$ cat src/rtl/load_store_unit.sv
// load_store_unit
//
// Core-side initiator for a word-addressed data memory. It accepts one
// load/store request at a time and converts the byte address into a word index.
// Sub-word stores are done as read-modify-write. Load data is returned
// sign/zero-extended together with a one-cycle resp_valid pulse.
//
// Optional feature macro: LSU_ALIGN_CHECK_EN
//   defined   : misaligned halfword/word accesses are rejected with resp_err.
//   undefined : no alignment check; halfword lane is addr[1] and word
//               accesses ignore addr[1:0].
//
// Ports
//   clk, rst_n                 clock, synchronous active-low reset
//   req_valid / req_ready      request handshake (ready only in IDLE)
//   req_we, req_funct3         direction (1 = store) and RV32I width code
//   req_addr, req_wdata        byte address, store data
//   resp_valid                 one-cycle completion pulse
//   resp_rdata, resp_err       load result / rejection flag (qualified by resp_valid)
//   mem_addr, mem_wd           word index and write data to memory
//   mem_we, mem_read           memory write / read enables (never both high)
//   mem_rd                     combinational memory read data

module load_store_unit #(
    parameter int DATA_WIDTH = 32,
    parameter int DEPTH      = 65
) (
    input  logic                  clk,
    input  logic                  rst_n,
    input  logic                  req_valid,
    output logic                  req_ready,
    input  logic                  req_we,
    input  logic [2:0]            req_funct3,
    input  logic [DATA_WIDTH-1:0] req_addr,
    input  logic [DATA_WIDTH-1:0] req_wdata,
    output logic                  resp_valid,
    output logic [DATA_WIDTH-1:0] resp_rdata,
    output logic                  resp_err,
    output logic [DATA_WIDTH-1:0] mem_addr,
    output logic [DATA_WIDTH-1:0] mem_wd,
    output logic                  mem_we,
    output logic                  mem_read,
    input  logic [DATA_WIDTH-1:0] mem_rd
);

    localparam logic [2:0] F3_B  = 3'b000;
    localparam logic [2:0] F3_H  = 3'b001;
    localparam logic [2:0] F3_W  = 3'b010;
    localparam logic [2:0] F3_BU = 3'b100;
    localparam logic [2:0] F3_HU = 3'b101;

    typedef enum logic [1:0] {
        IDLE,
        ACCESS,
        WRITE,
        DONE
    } state_t;

    state_t state;
    state_t state_next;

    logic                  op_we;
    logic [2:0]            op_funct3;
    logic [1:0]            op_lane;
    logic [DATA_WIDTH-1:0] op_wdata;
    logic [DATA_WIDTH-1:0] index_q;
    logic [DATA_WIDTH-1:0] merged_q;
    logic [DATA_WIDTH-1:0] rdata_q;
    logic                  err_q;

    logic [DATA_WIDTH-1:0] req_index;
    logic                  funct3_ok;
    logic                  range_ok;
    logic                  align_ok;
    logic                  req_bad;
    logic                  accept;
    logic                  word_store;
    logic [7:0]            byte_sel;
    logic [15:0]           half_sel;
    logic [DATA_WIDTH-1:0] load_data;
    logic [DATA_WIDTH-1:0] merged_next;
    logic                  mem_read_c;
    logic                  mem_we_c;

    assign accept     = req_valid && (state == IDLE);
    assign req_index  = req_addr >> 2;
    assign range_ok   = req_index < DATA_WIDTH'(DEPTH);
    assign req_bad    = !(funct3_ok && range_ok && align_ok);
    assign word_store = op_we && (op_funct3 == F3_W);

    // Width codes legal for the request direction; stores have no unsigned forms.
    always_comb begin
        funct3_ok = 1'b0;
        if (req_we) begin
            funct3_ok = (req_funct3 == F3_B) || (req_funct3 == F3_H) || (req_funct3 == F3_W);
        end else begin
            funct3_ok = (req_funct3 == F3_B) || (req_funct3 == F3_H) || (req_funct3 == F3_W) ||
                        (req_funct3 == F3_BU) || (req_funct3 == F3_HU);
        end
    end

    // Alignment rule; funct3[1:0]==01 covers LH, LHU and SH.
`ifdef LSU_ALIGN_CHECK_EN
    always_comb begin
        align_ok = 1'b1;
        if ((req_funct3[1:0] == 2'b01) && req_addr[0]) begin
            align_ok = 1'b0;
        end
        if ((req_funct3 == F3_W) && (req_addr[1:0] != 2'b00)) begin
            align_ok = 1'b0;
        end
    end
`else
    assign align_ok = 1'b1;
`endif

    // Halfwords always use lane bit 1, which is the forced lane when the
    // alignment check is off and equals the true lane when it is on.
    assign byte_sel = mem_rd[{op_lane, 3'b000} +: 8];
    assign half_sel = mem_rd[{op_lane[1], 4'b0000} +: 16];

    // Load result extension.
    always_comb begin
        load_data = mem_rd;
        case (op_funct3)
            F3_B:    load_data = {{(DATA_WIDTH-8){byte_sel[7]}}, byte_sel};
            F3_H:    load_data = {{(DATA_WIDTH-16){half_sel[15]}}, half_sel};
            F3_BU:   load_data = {{(DATA_WIDTH-8){1'b0}}, byte_sel};
            F3_HU:   load_data = {{(DATA_WIDTH-16){1'b0}}, half_sel};
            default: load_data = mem_rd;
        endcase
    end

    // Read-modify-write merge: replace the addressed byte or halfword.
    always_comb begin
        merged_next = mem_rd;
        if (op_funct3 == F3_H) begin
            merged_next[{op_lane[1], 4'b0000} +: 16] = op_wdata[15:0];
        end else begin
            merged_next[{op_lane, 3'b000} +: 8] = op_wdata[7:0];
        end
    end

    // Next state and memory strobes.
    always_comb begin
        state_next = state;
        mem_read_c = 1'b0;
        mem_we_c   = 1'b0;
        case (state)
            IDLE: begin
                if (accept) begin
                    state_next = req_bad ? DONE : ACCESS;
                end
            end
            ACCESS: begin
                if (!op_we) begin
                    mem_read_c = 1'b1;
                    state_next = DONE;
                end else if (word_store) begin
                    mem_we_c   = 1'b1;
                    state_next = DONE;
                end else begin
                    mem_read_c = 1'b1;
                    state_next = WRITE;
                end
            end
            WRITE: begin
                mem_we_c   = 1'b1;
                state_next = DONE;
            end
            DONE: begin
                state_next = IDLE;
            end
            default: state_next = IDLE;
        endcase
    end

    // State register and latched request/response data.
    always_ff @(posedge clk) begin
        if (!rst_n) begin
            state     <= IDLE;
            op_we     <= 1'b0;
            op_funct3 <= 3'b000;
            op_lane   <= 2'b00;
            op_wdata  <= '0;
            index_q   <= '0;
            merged_q  <= '0;
            rdata_q   <= '0;
            err_q     <= 1'b0;
        end else begin
            state <= state_next;
            case (state)
                IDLE: begin
                    if (accept) begin
                        op_we     <= req_we;
                        op_funct3 <= req_funct3;
                        op_lane   <= req_addr[1:0];
                        op_wdata  <= req_wdata;
                        index_q   <= req_index;
                        rdata_q   <= '0;
                        err_q     <= req_bad;
                    end
                end
                ACCESS: begin
                    if (!op_we) begin
                        rdata_q <= load_data;
                    end else if (!word_store) begin
                        merged_q <= merged_next;
                    end
                end
                DONE: begin
                    rdata_q <= '0;
                    err_q   <= 1'b0;
                end
                default: ;
            endcase
        end
    end

    // Strobes are gated by rst_n so a reset edge can never commit a write.
    assign mem_read   = rst_n && mem_read_c;
    assign mem_we     = rst_n && mem_we_c;
    assign mem_addr   = index_q;
    assign mem_wd     = (state == WRITE) ? merged_q : op_wdata;
    assign req_ready  = (state == IDLE);
    assign resp_valid = (state == DONE);
    assign resp_rdata = rdata_q;
    assign resp_err   = err_q;

endmodule

$ cat config.mk
export PLATFORM = sky130hd
export DESIGN_NAME = load_store_unit
export DESIGN_NICKNAME = d
export VERILOG_FILES = /design/src/rtl/load_store_unit.sv
export SDC_FILE = /design/constraint.sdc
export NUM_CORES = 1
export LEC_CHECK = 0
export CAP_MARGIN = 20
export CORE_UTILIZATION = 45
export DETAILED_ROUTE_END_ITERATION = 8
export PLACE_DENSITY_LB_ADDON = 0.1
export SLEW_MARGIN = 20
export SYNTH_ARGS = -nofsm -noshare
export SYNTH_HDL_FRONTEND = slang
export SYNTH_SLANG_ARGS = --single-unit
export TNS_END_PERCENT = 50
$ cat constraint.sdc
create_clock -name clk -period 3.51 [get_ports clk]
set_clock_uncertainty 0.05 [all_clocks]
set_input_delay 0.5265 -clock clk [delete_from_list [all_inputs] [get_ports clk]]
set_output_delay 0.5265 -clock clk [all_outputs]
set_load 0.02 [all_outputs]
==> results_dict.tcl, run 1 <==
set metrics [dict create \
    postSynth.asyncResetShare 0 \
    cp.arrival_ns 2.35 \
    cp_num_buf_inv 1 \
    drt_iter0_drc 396 \
    status "completed" \
    wl_per_cell_um 17.5 \
    yosys_warnings 0 \
    critPathCaptureType "output pin" \
    die_x_um 124 \
    rrSetupSlack_ns 1.07 \
    antenna_cells 0 \
    reg2reg_depth 6 \
    tightest_slew_ns 0.714 \
    dpl.hpwl_um 14500 \
    ios 204 \
    reg2reg_to "merged_q[23]$_SDFFE_PN0P_" \
    slew_violations 0 \
    rsz0062_at_grt "false" \
    preCtsSetupSlack_ns 0.797 \
    synthFlopType "dfxtp_1" \
    synth-seq-cells 135 \
    synth_area_per_cell_um2 8.68 \
    cts-root-buf "clkbuf_16" \
    power.density_nw_per_um2 647 \
    ctsHoldBuffers 0 \
    layout.nets 1058 \
    clock_latency_ns 0.41 \
    yosysSeqAreaShare 0.404 \
    worstSetupStartpointType "flip-flop" \
    grt_pass1_vias 6061 \
    fillCellCount 1214 \
    ys_top_cells_by_count "nand2_1 (196), dfxtp_1 (135), a21boi_0 (82)" \
    final.min_clock_period_ns 2.93 \
    synth_most_common_cell "nand2_1" \
    drive_gt1_frac 0.114 \
    cts.htree.levels 4 \
    relSlewSlack 0.524 \
    p_leak_nw 3.44 \
    synth_top_area_frac 0.404 \
    cp.depth 4 \
    core_area_um2 14500 \
    max_freq_mhz 342 \
    grt_pass1_wl_um 31000 \
    drc 0 \
    hold_viol_final 0 \
    port_buffers 201 \
    die_y_um 124 \
    num_rows 44 \
    cts.clk_slew.worst_paths_ns 0.06 \
    critical_path.endpoint "mem_read" \
    cts.path.max_buffers 2 \
    required_ns 2.93 \
    ant_nets 0 \
    crit_start "op_funct3[0]$_SDFFE_PN0P_" \
    initial_core_util 0.460 \
    grt_max_degree 75 \
    cp_max_fo 17 \
    path_class "flip-flop to output pin" \
    synth_edf_count 0 \
    grt_overflow 0 \
    postCtsSetupRepairBufs 0 \
    min_path_type "flip-flop to flip-flop" \
    setup_tns_ns 0 \
    dr.pass1.iters 7 \
    grt.total_usage 0.265 \
    synth_top_cell_by_area "dfxtp_1" \
    reg2reg_from "op_lane[0]$_SDFFE_PN0P_" \
    vias_per_cell 5.48 \
    totalWireLength_um 20000 \
    antenna_found_initial 0 \
    tritoncts "built" \
    synthesis.area_um2 6690 \
    cts_sinks 135 \
    syn_inst 771 \
    critPathSlowestCell "dfxtp_1" \
    cp_slowest_stage_delay_ns 0.68 \
    vias 6265 \
    dieArea_um2 15400 \
    yosys-top-cells-area "dfxtp_1 (40%), nand2_1 (11%), a21boi_0 (9.2%), mux2_2 (6.6%), a221oi_1 (4.2%)" \
    cts_buffers 17 \
    vdd_drop_max_uv 348 \
    setup_ws_ns 0.585 \
    place_congestion 0.887 \
    final-setup-viol-count 0 \
    synthToLayoutAreaGrowth_pct 40.5 \
    fin_crit_sh 0.833 \
    critPathTopFamily "flip-flops" \
    path_cells "nor2_1, and2_1, a21oi_1, clkdlybuf4s50_1" \
    maxCapViolations 0 \
    synth.distinct_cells 50 \
    post_cts_resized 0 \
]
flip-flops by register name, indices dropped and copies added (netlist names):
signal      count
op_lane         2
op_wdata       32
op_we           1
merged_q       32
resp_rdata     32
state           2
mem_addr       30
resp_err        1
op_funct3       3
worst reg2reg max path, delay by kind of cell, from the launching register on:
family                   cells  cell delay (ns)
AND/OR/NAND/NOR              2             0.66
flip-flops                   1             0.54
multiplexers                 1             0.41
adder cells (fa/ha/maj)      1             0.37
AO/OA/AOI/OAI                1             0.21
buffers and inverters        1             0.15
stage by stage:
step,cell area [um^2],hold slack [ns],total power [mW],utilization,cells
floorplan,6690,0.382,3.34,-,772
global placement,8770,0.387,4.20,0.604,1111
detailed placement,8770,0.393,4.24,0.604,1111
CTS,9400,0.406,6.12,0.646,1143
global route,9400,0.431,6.39,0.647,1143
finish,9400,0.401,6.08,0.647,1143
kinds of logic (layout without fill, tap and decap cells):
logic type / count (synthesis) / count (layout) / share of synthesized area
simple gates: 279 / 279 / 0.185
compound gates: 213 / 213 / 0.241
flops: 135 / 135 / 0.404
buf+inv: 68 / 255 / 0.0438
mux: 66 / 66 / 0.109
fa+ha+maj: 9 / 9 / 0.0168
other cells: 1 / 2 / 0.000561
layout make-up:
| cell class | count | area (um^2) | area share |
|---|---|---|---|
| multi-input cells | 569 | 3700 | 0.394 |
| flip-flops and latches | 135 | 2700 | 0.288 |
| repair buffers | 214 | 2100 | 0.224 |
| clock buffers | 19 | 453 | 0.0482 |
| well taps | 184 | 230 | 0.0245 |
| clock inverters | 13 | 170 | 0.0181 |
| inverters | 9 | 33.8 | 0.00360 |
cells in the final DEF (no fill, tap or decap), types with 10 or more instances in the layout:
cell type	n
a211o_1	16
a21boi_0	82
mux2_2	39
o21ai_0	43
o21ai_2	10
nand2_1	195
clkbuf_16	17
dfxtp_1	135
clkdlybuf4s50_1	200
a221oi_1	32
mux2i_1	24
nand2b_1	15
nor2b_1	25
nor2_1	19
buf_4	13
layer usage:
layer / track usage / vias up / wire length, um
met4: 0.140 / 0 / 725
met1: 0.317 / 2917 / 8390
met2: 0.422 / 256 / 9150
li1: - / 3048 / -
met3: 0.0856 / 44 / 1730
met5: 0 / - / 0
where the power goes:
part	internal (mW)	switching [mW]
Combinational	0.982	1.25
Sequential	1.78	0.204
Clock	1.16	0.696
worst min-delay path by stage:
stage	slack, ns	depth (start not counted)	from	to
final	0.40	2	resp_rdata[18]$_SDFFE_PN0P_	resp_rdata[18]$_SDFFE_PN0P_
after global routing	0.43	2	resp_rdata[5]$_SDFFE_PN0P_	resp_rdata[5]$_SDFFE_PN0P_
after CTS	0.41	2	resp_rdata[18]$_SDFFE_PN0P_	resp_rdata[18]$_SDFFE_PN0P_
after detailed placement	0.39	2	resp_rdata[18]$_SDFFE_PN0P_	resp_rdata[18]$_SDFFE_PN0P_
after global placement	0.39	2	resp_rdata[31]$_SDFFE_PN0P_	resp_rdata[31]$_SDFFE_PN0P_
after floorplan	0.38	2	merged_q[14]$_SDFFE_PN0P_	merged_q[14]$_SDFFE_PN0P_
No activity file was read; power rests on OpenSTA's default activity.
==> inputs of run 2 (changes only) <==
clock period = 3 ns   (was 3.51 ns; I/O delays follow)
==> run 2 against run 1 <==
Worst hold slack got worse by 0.00053 ns. Setup slack got worse by 0.41 ns. Critical endpoint unchanged. Sequential power rose by 16%. First-iteration DRC count rose by 9.8%. Largest cell class unchanged. Design area rose by 0.59%. Power rose by 18%. Global-route usage rose by 0.82 points. Largest power group unchanged. Clock power rose by 17%. Routed wire length rose by 4.0%.
==> results_dict.tcl, run 2 (same netlist as run 1, synthesis figures left out) <==
set metrics [dict create \
    status "completed" \
    whs_ns 0.400 \
    path_class "flip-flop to output pin" \
    design_area_um2 9450 \
    cts-root-buf "clkbuf_16" \
    p_sw_frac 0.353 \
    dpl.hpwl_um 15200 \
    cp_max_fo 17 \
    max_freq_mhz 354 \
    die_y_um 124 \
    final-setup-viol-count 0 \
    ant_nets 0 \
    die_x_um 124 \
    power_mw 7.18 \
    tritoncts "built" \
    final_common_cell "clkdlybuf4s50_1" \
    post_cts_resized 0 \
    core_area_um2 14500 \
    wl_per_cell_um 18.1 \
    power.density_nw_per_um2 759 \
    setup_ws_ns 0.179 \
    worstSetupStartpointType "flip-flop" \
    grt_max_degree 62 \
    antenna_found_initial 0 \
    grt_pass1_wl_um 31700 \
    tightest_slew_ns 0.725 \
    rrSetupSlack_ns 0.60 \
    maxCapViolations 0 \
    grt_overflow 0 \
    layout.nets 1063 \
    num_rows 44 \
    rsz0062_at_grt "false" \
    dieArea_um2 15400 \
    p_leak_nw 3.49 \
    layout_common_cells "clkdlybuf4s50_1 (200), nand2_1 (195), dfxtp_1 (135)" \
    required_ns 2.50 \
    ios 204 \
    dr.pass1.iters 5 \
    power_frac_seq 0.323 \
    relSlewSlack 0.515 \
    vias_per_cell 5.56 \
    fin_crit_sh 0.940 \
    critPathCaptureType "output pin" \
    ctsHoldBuffers 0 \
    cts.path.max_buffers 2 \
    grt.total_usage 0.273 \
    drc 0 \
    vias 6386 \
    final.min_clock_period_ns 2.82 \
    cts.clk_slew.worst_paths_ns 0.06 \
    setup_tns_ns 0 \
    intPower_mw 4.64 \
    synthToLayoutAreaGrowth_pct 41.3 \
    hold_viol_final 0 \
    p_sw_mw 2.54 \
    cts_sinks 135 \
    drt_iter0_drc 435 \
    place_area_um2 8830 \
    clock_latency_ns 0.42 \
    cts.htree.levels 4 \
    vdd_drop_max_uv 396 \
    clkPwrFrac 0.302 \
    totalWireLength_um 20800 \
    cts_buffers 17 \
    min_path_type "flip-flop to flip-flop" \
    grt_pass1_vias 6016 \
    preCtsSetupSlack_ns 0.320 \
    slew_violations 0 \
    antenna_cells 0 \
    p_comb_frac 0.375 \
    initial_core_util 0.460 \
    port_buffers 201 \
    drive_gt1_frac 0.118 \
    cp.arrival_ns 2.32 \
    postCtsSetupRepairBufs 0 \
    place_congestion 0.904 \
]
run 2: changes by cell type in the layout (fill, tap and decap cells not counted):
cell	delta
clkinv_4	-2
buf_12	+2
inv_6	-1
buf_4	+3
clkbuf_8	+1
clkinv_2	+4
clkinvlp_4	-2
run 2: stage by stage:
step,std cells,util
2_1_floorplan,772,-
3_3_place_gp,1116,0.608
3_5_place_dp,1116,0.608
4_1_cts,1148,0.650
5_1_grt,1148,0.650
6_report,1148,0.650
run 2: layout make-up:
type	instances	area, um^2
Clock buffer	20	467
Clock inverter	12	149
Fill cell	1226	5080
Inverter	9	33.8
Multi-Input combinational cell	569	3700
Sequential cell	135	2700
Tap cell	184	230
Timing Repair Buffer	219	2170
run 2: worst max-delay path, cell delays in order (launching register included):
cell,delay [ns]
dfxtp_1,0.67
nor2_1,0.22
and2_1,0.24
a21oi_1,0.15
clkdlybuf4s50_1,0.62
run 2: power by group through the flow:
stage	clock network [mW]	registers, mW	logic, mW
after floorplan	0	2.48	1.43
after global placement	0	2.33	2.64
after detailed placement	0	2.35	2.68
after CTS	2.19	2.31	2.69
after global routing	2.26	2.35	2.90
final	2.17	2.31	2.69
run 2: worst paths after layout:
kind,start,end,cells past startpoint
setup / recovery,op_funct3[0]$_SDFFE_PN0P_,mem_read,4
hold / removal,merged_q[14]$_SDFFE_PN0P_,merged_q[14]$_SDFFE_PN0P_,2
setup reg to reg,op_lane[0]$_SDFFE_PN0P_,merged_q[20]$_SDFFE_PN0P_,6
hold reg to reg,merged_q[14]$_SDFFE_PN0P_,merged_q[14]$_SDFFE_PN0P_,2
run 2: per-layer routing:
metal,routed length [um],up-vias,GRT usage
met5,0,-,0
met4,604,0,0.126
met3,1540,39,0.0701
met2,9660,227,0.441
met1,9000,3059,0.340
li1,-,3061,-
==> inputs of run 3 (changes only) <==
CORE_UTILIZATION = 35   (was 45)
CTS_CLUSTER_SIZE = 10   (was not set)
GPL_TIMING_DRIVEN = 0   (was not set)
==> run 3 against run 2 <==
Setup slack worse by 0.088 ns. Fmax fell by 3.0%. Cell count grew 7.6%. Critical path depth is 1 higher. Clock power shrank 6%. Routed wire length grew 6.1%. Highest routed layer unchanged. Worst hold slack about the same. Critical path type is now input pin to output pin. First-iteration DRC count decreased by 20%.
==> results_dict.tcl, run 3 (same netlist as run 1, synthesis figures left out) <==
set metrics [dict create \
    status "completed" \
    vias 6335 \
    final.min_clock_period_ns 2.91 \
    postCtsSetupRepairBufs 0 \
    synthToLayoutAreaGrowth_pct 43.2 \
    antenna_cells 0 \
    intPower_mw 4.51 \
    ios 204 \
    cp.arrival_ns 2.41 \
    min_path_type "flip-flop to flip-flop" \
    core_area_um2 18700 \
    tritoncts "built" \
    final-setup-viol-count 0 \
    p_sw_frac 0.364 \
    min_delay_path_depth 2 \
    final_util 0.512 \
    power_mw 7.10 \
    power.density_nw_per_um2 741 \
    vdd_drop_max_uv 423 \
    cp_max_fo 19 \
    p_leak_nw 3.50 \
    path_cells "clkdlybuf4s50_1, clkbuf_2, nand2_1, nor2_1, clkdlybuf4s50_1" \
    dr.pass1.iters 5 \
    antenna_found_initial 0 \
    design_area_um2 9580 \
    initial_core_util 0.358 \
    ant_nets 0 \
    critPathMostFrequentCell "clkdlybuf4s50_1" \
    place_congestion 0.834 \
    critPathCaptureType "output pin" \
    port_buffers 201 \
    reg2reg_depth 8 \
    cts-root-buf "clkbuf_16" \
    wl_per_cell_um 17.9 \
    maxCapViolations 0 \
    drt_iter0_drc 346 \
    die_y_um 140 \
    relSlewSlack 0.538 \
    slew_violations 0 \
    critPathSlowestCell "clkdlybuf4s50_1" \
    layout_common_cells "clkdlybuf4s50_1 (201), nand2_1 (196), dfxtp_1 (135)" \
    required_ns 2.50 \
    path_class "input pin to output pin" \
    hold_viol_final 0 \
    grt_pass1_wl_um 34800 \
    dieArea_um2 19700 \
    clock_latency_ns 0.43 \
    dpl.hpwl_um 16900 \
    totalWireLength_um 22100 \
    num_rows 50 \
    max_freq_mhz 344 \
    cts.htree.levels 4 \
    grt.total_usage 0.231 \
    fin_crit_sh 0.970 \
    drive_gt1_frac 0.112 \
    worstSetupStartpointType "input pin" \
    grt_max_degree 20 \
    place_area_um2 9000 \
    p_comb_frac 0.382 \
    grt_overflow 0 \
    final_common_cell "clkdlybuf4s50_1" \
    cts_buffers 17 \
    rsz0062_at_grt "false" \
    tightest_slew_ns 0.689 \
    grt_pass1_vias 6183 \
    setup_ws_ns 0.0910 \
    clkPwrFrac 0.289 \
    vias_per_cell 5.13 \
    preCtsSetupSlack_ns -0.471 \
    cp_slowest_stage_delay_ns 0.62 \
    cts.path.max_buffers 2 \
    cts_sinks 135 \
    drc 0 \
    p_sw_mw 2.59 \
    cts.clk_slew.worst_paths_ns 0.06 \
    power_frac_seq 0.329 \
    layout.nets 1101 \
    die_x_um 140 \
]
==> run 3: cell types whose count changed in the layout (fill, tap and decap cells not counted), sizes merged <==
cell	change
clkdlybuf4s50	+1
clkbuf	+37
buf	-1
clkinv	+1
bufinv	-1
==> run 3: worst max-delay path, delay by kind of cell <==
kind | cells | cell delay (ns)
buf+inv | 3 | 1.69
simple gates | 2 | 0.25
==> run 3: final cells by class <==
cell class,instances,area [um^2]
fillers,1838,9130
multi-input cells,569,3710
flip-flops and latches,135,2700
repair buffers,201,2010
clock buffers,19,443
well taps,234,293
plain buffers,56,260
clock inverters,12,128
inverters,9,33.8
==> run 3: path summary, 6_finish.rpt <==
check	slack (ns)	to	start
worst min-delay path	0.40	resp_rdata[4]$_SDFFE_PN0P_	resp_rdata[4]$_SDFFE_PN0P_
worst max register to register	0.25	merged_q[16]$_SDFFE_PN0P_	op_lane[1]$_SDFFE_PN0P_
worst max-delay path	0.09	mem_we	rst_n
worst min register to register	0.40	resp_rdata[4]$_SDFFE_PN0P_	resp_rdata[4]$_SDFFE_PN0P_
==> run 3: timing repair <==
item,in CTS,in global routing
resized for setup,8,5
hold buffers,0,0
endpoints found under the setup margin,31,8
cloned,0,0
==> run 3: stage by stage <==
| step | instances | hold WS, ns | setup TNS, ns |
|---|---|---|---|
| after global placement | 1207 | 0.385 | -0.496 |
| after floorplan | 772 | 0.382 | 0 |
| after global routing | 1235 | 0.426 | 0 |
| final | 1235 | 0.400 | 0 |
| after CTS | 1235 | 0.407 | 0 |
| after detailed placement | 1207 | 0.394 | -0.471 |
==> run 3: power by group through the flow <==
stage          clock network (mW)  logic (mW)  registers [mW]
6_report                     2.05        2.71            2.33
5_1_grt                      2.17        2.95            2.37
4_1_cts                      2.08        2.73            2.33
3_5_place_dp                    0        2.71            2.36
3_3_place_gp                    0        2.71            2.36
2_1_floorplan                   0        1.43            2.48
==> run 3: routing by layer <==
| metal | wire, um | up-vias | global-route usage |
|---|---|---|---|
| met2 | 10200 | 218 | 0.376 |
| met3 | 1480 | 24 | 0.0612 |
| met1 | 10000 | 2960 | 0.295 |
| li1 | - | 3133 | - |
| met5 | 0 | - | 0 |
| met4 | 397 | 0 | 0.0758 |
